<file path="src/rtl/fetch_cache.sv">
// Direct-mapped write-through instruction cache between fetch and slowmem.
// Hits answer in the request cycle; misses run one strobe/mfc read transaction.
module fetch_cache #(
    parameter int          INDEXBITS = 3,
    parameter logic [15:0] NOPWORD   = 16'hc000
) (
    input  logic        clk,
    input  logic        reset,
    input  logic        fetch_req,
    input  logic [15:0] fetch_addr,
    output logic        fetch_ready,
    output logic [15:0] fetch_data,
    input  logic        st_req,
    input  logic [15:0] st_addr,
    input  logic [15:0] st_data,
    output logic        st_ack,
    output logic        busy,
    output logic [15:0] mem_addr,
    output logic [15:0] mem_wdata,
    output logic        mem_rnotw,
    output logic        mem_strobe,
    input  logic        mem_mfc,
    input  logic [15:0] mem_rdata
);

    localparam int LINES = 1 << INDEXBITS;
    localparam int TAGW  = 16 - INDEXBITS;

    typedef enum logic [1:0] {
        IDLE,
        MISS_REQ,
        MISS_WAIT
    } state_t;

    state_t            state;
    logic [LINES-1:0]  valid;
    logic [TAGW-1:0]   tags  [LINES];
    logic [15:0]       words [LINES];
    logic [15:0]       miss_addr;

    logic [INDEXBITS-1:0] f_idx, s_idx, m_idx;
    logic [TAGW-1:0]      f_tag, s_tag, m_tag;
    logic                 hit, st_go, st_hit, fill;

    assign f_idx = fetch_addr[INDEXBITS-1:0];
    assign f_tag = fetch_addr[15:INDEXBITS];
    assign s_idx = st_addr[INDEXBITS-1:0];
    assign s_tag = st_addr[15:INDEXBITS];
    assign m_idx = miss_addr[INDEXBITS-1:0];
    assign m_tag = miss_addr[15:INDEXBITS];

    assign hit = fetch_req && (state == IDLE) && valid[f_idx]
              && (tags[f_idx] == f_tag) && !st_req;

    // The bus is owned by the read strobe only in MISS_REQ.
    assign st_go  = st_req && (state != MISS_REQ);
    assign st_hit = st_go && valid[s_idx] && (tags[s_idx] == s_tag);
    assign fill   = (state == MISS_WAIT) && mem_mfc;

    always_comb begin
        fetch_ready = hit;
        fetch_data  = hit ? words[f_idx] : NOPWORD;
        st_ack      = st_go;
        busy        = (state != IDLE);
        mem_strobe  = (state == MISS_REQ) || st_go;
        mem_rnotw   = !st_go;
        mem_addr    = st_go ? st_addr : miss_addr;
        mem_wdata   = st_data;
    end

    always_ff @(posedge clk or negedge reset) begin
        if (!reset) begin
            state     <= IDLE;
            valid     <= '0;
            miss_addr <= '0;
        end else begin
            case (state)
                IDLE: begin
                    if (fetch_req && !hit && !st_req) begin
                        state     <= MISS_REQ;
                        miss_addr <= fetch_addr;
                    end
                end
                MISS_REQ: state <= MISS_WAIT;
                MISS_WAIT: begin
                    if (mem_mfc) begin
                        state        <= IDLE;
                        valid[m_idx] <= 1'b1;
                    end
                end
                default: state <= IDLE;
            endcase
        end
    end

    // Fill is written last so it wins over a same-edge store to the line.
    always_ff @(posedge clk) begin
        if (st_hit) begin
            words[s_idx] <= st_data;
        end
        if (fill) begin
            words[m_idx] <= mem_rdata;
            tags[m_idx]  <= m_tag;
        end
    end

endmodule

</file>
<file path="config.mk">
export PLATFORM = sky130hd
export DESIGN_NAME = fetch_cache
export DESIGN_NICKNAME = d
export VERILOG_FILES = /design/src/rtl/fetch_cache.sv
export SDC_FILE = /design/constraint.sdc
export NUM_CORES = 1
export LEC_CHECK = 0
export CAP_MARGIN = 5
export CORE_UTILIZATION = 35
export DETAILED_ROUTE_END_ITERATION = 16
export REMOVE_ABC_BUFFERS = 1
export SYNTH_ARGS = -nofsm -noshare
export SYNTH_HDL_FRONTEND = slang
export SYNTH_SLANG_ARGS = --single-unit
</file>
<file path="constraint.sdc">
create_clock -name clk -period 4.7 [get_ports clk]
set_clock_uncertainty 0.15 [all_clocks]
set_input_delay 0.47 -clock clk [delete_from_list [all_inputs] [get_ports clk]]
set_output_delay 0.47 -clock clk [all_outputs]
set_load 0.02 [all_outputs]
</file>
==> results_dict.tcl <==
set metrics [dict create \
    die_y_um 197 \
    relSlewSlack_pct 34.1 \
    p_seq_share_pct 47.5 \
    antenna_left 0 \
    critPathKind "in2out" \
    critPathLaunchType "input pin" \
    gr-usage-all-layers_pct 19.6 \
    power_leakage_nw 5.87 \
    dieArea_sq_mm 0.0386 \
    slew_violations 0 \
    synthXorXnorAreaFrac_pct 1.59 \
    syn_area_per_cell_sq_um 13.5 \
    critPathLaunch "fetch_addr[0]" \
    syn2layout_area_growth_pct 21.6 \
    drive_gt1_share_pct 22.9 \
    powerDensity_mw_per_mm2 372 \
    grt-ovfl-total 0 \
    finalSetupViolCount 0 \
    status "finished clean" \
    core_area_sq_mm 0.0370 \
    vias_per_cell 5.38 \
    rsz0062_at_grt "no" \
    drt_wl_total_um 37600 \
    drt_first_pass_iters 5 \
    combPwrFrac_pct 14.1 \
    first_global_vias 8954 \
    cts_htree_levels 1 \
    synthTopCellsByArea "edfxtp_1, mux4_2, mux2_2" \
    required_ns 4.08 \
    wl_per_cell_um 23.1 \
    drt_iter0_markers 785 \
    yosys_warnings 0 \
    cts.sinks 258 \
    synth_fa_ha_area_share_pct 0 \
    synth_edf_count 232 \
    yosys.area_share.simple_pct 9.53 \
    fillers 3362 \
    min_period_over_period_pct 95.7 \
    min_period_ns 4.50 \
    cts_tree "built" \
    cts_made_buffers 29 \
    internal-power_mw 4.48 \
    p_sw_share_pct 25.2 \
    synth_async_sr_flop_share_pct 10.1 \
    clkPwrFrac_pct 38.4 \
    hold_path_class "in2async" \
    drc_errors 0 \
    finalSetupTns_ns 0 \
    final_cell_area_sq_mm 0.0161 \
    place_congestion 0.874 \
    synth_compound_area_share_pct 4.15 \
    synth_seq_area_share_pct 57.5 \
    holdBufCountCts 0 \
    ir_drop_mv 0.284 \
    dpl-instance-area_sq_mm 0.0152 \
    synth_top_area_cell "edfxtp_1" \
    r2r_start "tags[7][3]" \
    grt_pass1_wl_um 56400 \
    worst_slew_pin_slew_ns 0.987 \
    post-cts-setup-buffers 0 \
    synthCells 979 \
    nNetsFinal 1173 \
    cts_buffer_depth 3 \
    diodes 0 \
    synth_top_family_by_area "multiplexers" \
    io_pins 122 \
    ys_ff_latch 258 \
    num_vias 8756 \
    fmax_mhz 222 \
    dp_hpwl_um 24300 \
    synth_ff_type "edfxtp_1" \
    worstPathArrival_ns 3.88 \
    p_switching_mw 1.51 \
    ctsResizeCount 0 \
    muxShareOfSynthArea_pct 23.8 \
    grt_max_degree 34 \
    clk_pin_slew_ns 0.06 \
    start_util_pct 35.9 \
    clock_latency_ns 0.55 \
    synth_top_area_share_pct 52.6 \
    syn_area_sq_mm 0.0133 \
    max_cap_violations 0 \
    fp.dieW_um 197 \
    worst_setup_path_end_kind "primary output" \
    antenna_found_initial 2 \
    cts-root-buf "clkbuf_16" \
    critPathMaxFanout 22 \
    hold_violations 0 \
    ys_types 52 \
    io_buffer_count 121 \
    row_count 70 \
]
-- cell type report --
class                           count  area, sq um  area share, %
Clock buffer                       35          768           4.77
Clock inverter                     17          190           1.18
Timing Repair Buffer              167         1560           9.71
Tap cell                          504          631           3.91
Inverter                           15         56.3          0.349
Sequential cell                   258         7620           47.3
Multi-Input combinational cell    633         5280           32.8
-- critical path, cell delays in order --
cell and delay (ns):
buf_4 0.35, nor2b_1 0.64, a22oi_1 0.20, nand2_1 0.14, xor2_1 0.31, nand3_1 0.15
or4_1 0.52, buf_4 0.25, a211o_1 0.26, clkdlybuf4s50_1 0.54
-- routing by layer --
layer	share of wire [%]	wire (um)	vias up	GRT usage [%]
met5	0.029	11	-	0
met4	2.4	892	2	5.05
met3	7.0	2640	64	3.23
met2	48	17900	380	32.2
met1	43	16100	4404	27.1
li1	-	-	3906	-
-- power groups by stage --
stage	combinational (mW)	clock, mW	sequential [mW]
final	0.845	2.30	2.84
after floorplan	0.460	0	2.82
after global routing	0.910	2.42	2.87
after detailed placement	0.847	0	2.89
after CTS	0.851	2.33	2.84
after global placement	0.839	0	2.88
-- state kept, by name (all words and copies together), names as in the netlist --
| name | count |
|---|---|
| words | 128 |
| miss_addr | 16 |
| state | 2 |
| valid | 8 |
| tags | 104 |
-- Yosys cell counts (4+ instances only) --
| library cell | instances |
|---|---|
| nor2b_1 | 11 |
| mux2i_1 | 91 |
| buf_2 | 15 |
| mux2_4 | 9 |
| or3_1 | 4 |
| o31ai_1 | 4 |
| inv_1 | 11 |
| or2_2 | 6 |
| and2_1 | 4 |
| edfxtp_1 | 232 |
| mux4_2 | 46 |
| nand3_1 | 7 |
| a22oi_1 | 27 |
| a21oi_1 | 5 |
| clkbuf_1 | 25 |
| buf_1 | 8 |
| dfrtp_1 | 26 |
| xor2_1 | 10 |
| buf_4 | 22 |
| a22o_1 | 6 |
| nand2_1 | 217 |
| mux2_2 | 90 |
| clkinv_1 | 4 |
| nor2_1 | 23 |
| nand2b_1 | 10 |
| a221oi_1 | 5 |
| o21ai_0 | 8 |
| o41ai_1 | 4 |
| xnor2_1 | 14 |
-- cells by family (layout without fill, tap and decap cells) --
group,Yosys count,in the layout
muxes,238,238
xor gates and xnor gates,24,24
and+or+nand+nor,297,297
buffers and inverters,88,234
DFF,258,258
AOI/OAI and AO/OA,74,74
-- path summary, 6_finish.rpt --
kind,end,slack (ns),depth (start not counted)
max,fetch_data[14],0.20,10
min,miss_addr[6],0.16,2
max reg2reg,words[4][8],1.39,8
min reg2reg,valid[4],0.36,1
max in group asynchronous,valid[5],3.93,2
min in group clk,valid[4],0.36,1
-- per-stage QoR --
stage          hold WS [ns]  util, %  setup WS, ns  total power, mW  cells
2_1_floorplan        0.0244        -         0.489             3.28    906
3_3_place_gp          0.328     41.0         0.199             3.72   1577
3_5_place_dp          0.334     41.0         0.214             3.74   1577
4_1_cts               0.161     43.6         0.211             6.03   1629
5_1_grt               0.188     43.6        0.0265             6.19   1629
6_report              0.161     43.6         0.204             5.99   1629
-- placed cells by master, fill, tap and decap left out, types with 9 or more instances in the layout --
cell               n
mux2_2            90
edfxtp_1         232
xor2_1            10
nor2_1            20
inv_1             11
clkinv_1           9
a22oi_1           27
dfrtp_1           26
clkdlybuf4s50_1  117
nor2b_1           11
buf_4             45
mux2_4             9
nand2_1          217
xnor2_1           14
mux2i_1           91
mux4_2            46
clkbuf_16         29
nand2b_1          10
Power figures use the tool's default switching activity.
